[src/rtl/tm1638_key_events.sv]
// Debounces the TM1638 raw key vector and turns every accepted level change
// into a press/release event held in a small first-word-fall-through FIFO.
module tm1638_key_events #(
  parameter int W_KEY           = 8,
  parameter int DEBOUNCE_CYCLES = 270000,
  parameter int FIFO_DEPTH      = 4
) (
  input  logic                     clk,
  input  logic                     rst,
  input  logic [W_KEY-1:0]         keys,
  output logic [W_KEY-1:0]         key_state,
  output logic                     evt_valid,
  input  logic                     evt_ready,
  output logic                     evt_press,
  output logic [$clog2(W_KEY)-1:0] evt_key,
  output logic                     overflow,
  input  logic                     ovf_clear
);

  localparam int KW    = $clog2(W_KEY);
  localparam int CNT_W = $clog2(DEBOUNCE_CYCLES);
  localparam int PW    = $clog2(FIFO_DEPTH);
  localparam int EW    = KW + 1;

  localparam logic [CNT_W-1:0] CNT_MAX   = CNT_W'(DEBOUNCE_CYCLES - 1);
  localparam logic [CNT_W-1:0] CNT_ONE   = CNT_W'(1);
  localparam logic [PW:0]      FIFO_FULL = (PW + 1)'(FIFO_DEPTH);
  localparam logic [PW:0]      COUNT_ONE = (PW + 1)'(1);
  localparam logic [PW-1:0]    PTR_ONE   = PW'(1);
  localparam logic [W_KEY-1:0] KEY_ONE   = W_KEY'(1);

  logic [W_KEY-1:0] keys_q_reg;
  logic [W_KEY-1:0] key_state_w;
  logic [W_KEY-1:0] key_edge_w;
  logic [W_KEY-1:0] pend_w;
  logic [W_KEY-1:0] pend_type_w;
  logic [W_KEY-1:0] cancel_w;
  logic [W_KEY-1:0] grant;

  logic             push_en;
  logic             pop_en;
  logic [KW-1:0]    push_idx;
  logic             push_type;

  logic [EW-1:0]    mem [FIFO_DEPTH];
  logic [EW-1:0]    head;
  logic [PW-1:0]    wr_ptr_reg;
  logic [PW-1:0]    rd_ptr_reg;
  logic [PW:0]      count_reg;
  logic             overflow_reg;

  // Single input register; the board controller already runs on clk.
  always_ff @(posedge clk or posedge rst) begin
    if (rst) begin
      keys_q_reg <= '0;
    end else begin
      keys_q_reg <= keys;
    end
  end

  genvar gi;
  generate
    for (gi = 0; gi < W_KEY; gi++) begin : g_key
      logic [CNT_W-1:0] cnt_reg;
      logic             state_reg;
      logic             edge_reg;
      logic             pend_reg;
      logic             pend_type_reg;
      logic             pushed_w;

      assign key_state_w[gi] = state_reg;
      assign key_edge_w[gi]  = edge_reg;
      assign pend_w[gi]      = pend_reg;
      assign pend_type_w[gi] = pend_type_reg;
      assign pushed_w        = push_en && grant[gi];

      // A second edge before the first one reached the FIFO annihilates the pair.
      assign cancel_w[gi] = edge_reg && pend_reg && !pushed_w;

      always_ff @(posedge clk or posedge rst) begin
        if (rst) begin
          cnt_reg   <= '0;
          state_reg <= 1'b0;
          edge_reg  <= 1'b0;
        end else begin
          edge_reg <= 1'b0;
          if (keys_q_reg[gi] == state_reg) begin
            cnt_reg <= '0;
          end else if (cnt_reg == CNT_MAX) begin
            state_reg <= keys_q_reg[gi];
            cnt_reg   <= '0;
            edge_reg  <= 1'b1;
          end else begin
            cnt_reg <= cnt_reg + CNT_ONE;
          end
        end
      end

      // key_state already holds the new level when edge_reg is high.
      always_ff @(posedge clk or posedge rst) begin
        if (rst) begin
          pend_reg      <= 1'b0;
          pend_type_reg <= 1'b0;
        end else if (edge_reg) begin
          if (pend_reg && !pushed_w) begin
            pend_reg <= 1'b0;
          end else begin
            pend_reg      <= 1'b1;
            pend_type_reg <= state_reg;
          end
        end else if (pushed_w) begin
          pend_reg <= 1'b0;
        end
      end
    end
  endgenerate

  assign key_state = key_state_w;

  // Fixed priority: the lowest pending index wins the single push slot.
  always_comb begin
    grant    = pend_w & (~pend_w + KEY_ONE);
    push_idx = '0;
    for (int i = W_KEY - 1; i >= 0; i--) begin
      if (pend_w[i]) begin
        push_idx = KW'(i);
      end
    end
    push_type = |(grant & pend_type_w);
  end

  assign push_en = (|pend_w) && (count_reg != FIFO_FULL);
  assign pop_en  = evt_valid && evt_ready;

  always_ff @(posedge clk) begin
    if (push_en) begin
      mem[wr_ptr_reg] <= {push_type, push_idx};
    end
  end

  always_ff @(posedge clk or posedge rst) begin
    if (rst) begin
      wr_ptr_reg <= '0;
      rd_ptr_reg <= '0;
      count_reg  <= '0;
    end else begin
      if (push_en) begin
        wr_ptr_reg <= wr_ptr_reg + PTR_ONE;
      end
      if (pop_en) begin
        rd_ptr_reg <= rd_ptr_reg + PTR_ONE;
      end
      case ({push_en, pop_en})
        2'b10:   count_reg <= count_reg + COUNT_ONE;
        2'b01:   count_reg <= count_reg - COUNT_ONE;
        default: count_reg <= count_reg;
      endcase
    end
  end

  // Head is shown directly from storage; outputs are forced low while empty.
  assign head      = mem[rd_ptr_reg];
  assign evt_valid = (count_reg != '0);
  assign evt_press = evt_valid ? head[KW] : 1'b0;
  assign evt_key   = evt_valid ? head[KW-1:0] : '0;

  always_ff @(posedge clk or posedge rst) begin
    if (rst) begin
      overflow_reg <= 1'b0;
    end else if (|cancel_w) begin
      overflow_reg <= 1'b1;
    end else if (ovf_clear) begin
      overflow_reg <= 1'b0;
    end
  end

  assign overflow = overflow_reg;

endmodule
[config.mk]
export PLATFORM = sky130hd
export DESIGN_NAME = tm1638_key_events
export DESIGN_NICKNAME = d
export VERILOG_FILES = /design/src/rtl/tm1638_key_events.sv
export SDC_FILE = /design/constraint.sdc
export NUM_CORES = 1
export LEC_CHECK = 0
export ABC_AREA = 1
export CAP_MARGIN = 20
export CELL_PAD_IN_SITES_DETAIL_PLACEMENT = 0
export CELL_PAD_IN_SITES_GLOBAL_PLACEMENT = 2
export CORE_UTILIZATION = 43
export CTS_BUF_LIST = sky130_fd_sc_hd__clkbuf_4
export DETAILED_ROUTE_END_ITERATION = 12
export HOLD_SLACK_MARGIN = 0.03
export PLACE_DENSITY = 0.85
export SLEW_MARGIN = 30
export SYNTH_ARGS = -nofsm -noshare
export SYNTH_HDL_FRONTEND = slang
export SYNTH_SLANG_ARGS = --single-unit
[constraint.sdc]
create_clock -name clk -period 14.25 [get_ports clk]
set_input_delay 2.1375 -clock clk [delete_from_list [all_inputs] [get_ports clk]]
set_output_delay 2.1375 -clock clk [all_outputs]
set_load 0.02 [all_outputs]
==> impl_metrics.ini <==
[status]
outcome = complete, no violations

[floorplanning]
dieWidth_um = 163
dieArea_um2 = 26500
core_area_um2 = 25300
die_y_um = 163
ioPinCount = 26
placementRows = 58
start_util_pct = 44.0

[clock_network]
cts_tree = yes
htree_levels = 2
clock_sinks = 216
cts_hold_buf = 0
post_cts_resized = 0
worstSkewPairLatency_ns = 0.69
clock-root-buffer = clkbuf_4
cts-buffers-inserted = 61
clk_pin_slew_ns = 0.06
cts_setup_buffers = 0
clockBufferDepth = 3

[power]
power_density_nw_per_um2 = 106
total_power_mw = 1.33
leakage_nw = 5.48
vdd_ir_drop_max_mv = 0.0859

[global_routing]
antenna_found_initial = 1
grt_pass1_wl_um = 40600
grt_max_degree = 133
grt_pass1_vias = 8497
grt_usage_pct = 18.9
grt_overflow = 0

[placed_design]
port_buffers = 25
dpl_cell_area_um2 = 11700
routabilityCongestion = 0.779
dp_hpwl_um = 16400

[timing]
rsz0062_at_grt = false
setup-violations-final = 0
fin_crit_sh_pct = 31.4
whs_ns = 0.453
period_minus_slack_ns = 4.47
slew_violations = 0
finalHoldViolCount = 0
finalSetupTns_ns = 0
fmax_ghz = 0.224
skew_ns = 0.0577
worstMarginPinSlew_ns = 0.832
relSlewSlack_pct = 44.1

[cells_and_area]
multi_input_area_um2 = 4920
stdcell_area_um2 = 12500
ff_latch_area_um2 = 5490
drive_gt1_share_pct = 11.7
largest_reg_flops = 152
area_delta_synth_final_pct = 12.6
n_fill_cell = 2547
final_nets = 1438

[routing]
via_per_inst = 4.73
wl_per_cell_um = 13.0
drtIter0Drc = 586
drc_errors = 0
vias = 8504
ant_nets = 0
wirelength_um = 23400
dr.pass1.iters = 5

[synth]
synthCells = 1335
async_reset_ff_share_pct = 92.6
synth_edf_count = 16
ys_top_cells_by_area = dfrtp_1 (45%), nor2_1 (9.7%), nand2_1 (8.0%)
syn_area_um2 = 11100
synth.avg_cell_area_um2 = 8.33
synth_seq_cells = 216
synth_cell_types = 41
synth_top_cell_area_share_pct = 45.0
yosysTopAreaCell = dfrtp_1
yosysWarnings = 0
syn-num-nets = 1361
yosysSeqAreaShare_pct = 49.3
ys.flop_type = dfrtp_1

[setup_path]
cp.required_ns = 12.11
setup.worst_path.end_class = primary output
start_kind = flip-flop
path_max_fanout = 10
ff2ff_setup_slack_ns = 11.97
critical_path_arrival_ns = 2.33
path_class = flip-flop to primary output

[hold_path]
hold_path.class = flip-flop to flip-flop

[job]
cap_violations = 0
[placed cells by master (no fill, tap or decap), drive strengths merged, types with 16 or more instances in the layout]
cell type,n
nand3,82
xor2,76
nor2,308
xnor2,32
inv,168
nor3,62
clkinv,28
a21oi,36
clkdlybuf4s50,25
nand2,243
nand4,25
clkbuf,83
o21ai,37
dfrtp,200
edfxtp,16
[stage by stage]
stage	cells	util [%]	setup WS, ns
after detailed placement	1679	46.4	9.88
after floorplan	1335	-	6.66
after CTS	1793	49.5	9.70
final	1798	49.6	9.78
after global placement	1679	46.4	9.92
after global routing	1798	49.6	9.55
[kinds of logic after synthesis]
logic type                 count (synthesis)  share of synthesized area (%)
and+or+nand+nor                          741                           30.4
AOI/OAI and AO/OA                         77                           3.69
DFF                                      216                           49.3
buffers and inverters                    179                           6.39
adders and majority gates                 14                           1.64
xor gates and xnor gates                 108                           8.51
[worst max-delay path, stage by stage, from the launching register on]
cell and delay (ns):
dfrtp_1 0.49, inv_1 0.24, o21ai_0 0.13, a21oi_1 0.16, clkdlybuf4s50_1 0.62
[Yosys cell counts, types with 2 or more instances]
| cell | instances |
|---|---|
| xnor2_1 | 32 |
| nand2_1 | 236 |
| inv_1 | 148 |
| nor3_2 | 5 |
| nor3b_1 | 3 |
| a21oi_1 | 35 |
| nor2_2 | 14 |
| nor2_1 | 288 |
| nor4_1 | 2 |
| inv_2 | 17 |
| dfrtp_1 | 200 |
| buf_4 | 8 |
| nand3_1 | 75 |
| nand2_2 | 6 |
| edfxtp_1 | 16 |
| o21ai_1 | 9 |
| nand3b_1 | 7 |
| nor2_4 | 5 |
| nand4_1 | 25 |
| and3_1 | 6 |
| nor3_1 | 47 |
| ha_1 | 13 |
| nand3_2 | 7 |
| nor3_4 | 10 |
| xor2_1 | 76 |
| o21ai_0 | 27 |
| inv_4 | 2 |
| buf_2 | 3 |
[final cells by class]
class	count	area share, %
sequential	216	43.8
multi-input combinational	940	39.3
inverter	167	5.15
clock buffer	83	4.98
tap	330	3.30
timing repair buffer	26	2.09
clock inverter	31	1.27
antenna	5	0.0999
[path summary, 6_finish.rpt]
kind,from,end,cells after the start
min in group asynchronous,rst,g_key[0].state_reg$_DFFE_PP0P_,2
min,g_key[0].cnt_reg[0]$_DFF_PP0_,g_key[0].cnt_reg[0]$_DFF_PP0_,1
min reg2reg,g_key[0].cnt_reg[0]$_DFF_PP0_,g_key[0].cnt_reg[0]$_DFF_PP0_,1
max reg2reg,g_key[4].pend_reg$_DFFE_PP0P_,count_reg[2]$_DFFE_PP0P_,9
max,rd_ptr_reg[0]$_DFFE_PP0P_,evt_key[1],4
max in group asynchronous,rst,g_key[5].cnt_reg[2]$_DFF_PP0_,3
[power breakdown]
group / switching, mW / leakage, nW / total (mW) / internal [mW]
combinational: 0.0744 / 2.15 / 0.119 / 0.0444
clock: 0.269 / 0.470 / 0.561 / 0.292
sequential: 0.0148 / 2.86 / 0.648 / 0.633
total: 0.359 / 5.48 / 1.33 / 0.969
[layer usage]
metal	routed length, µm	part of all wire (%)	up-vias	global-route usage [%]
li1	-	-	4424	-
met1	11500	49	3890	26.5
met2	10400	45	146	29.4
met3	1050	4.5	44	3.74
met4	448	1.9	0	5.99
met5	0	0	-	0
(Power assumes the default switching activity.)
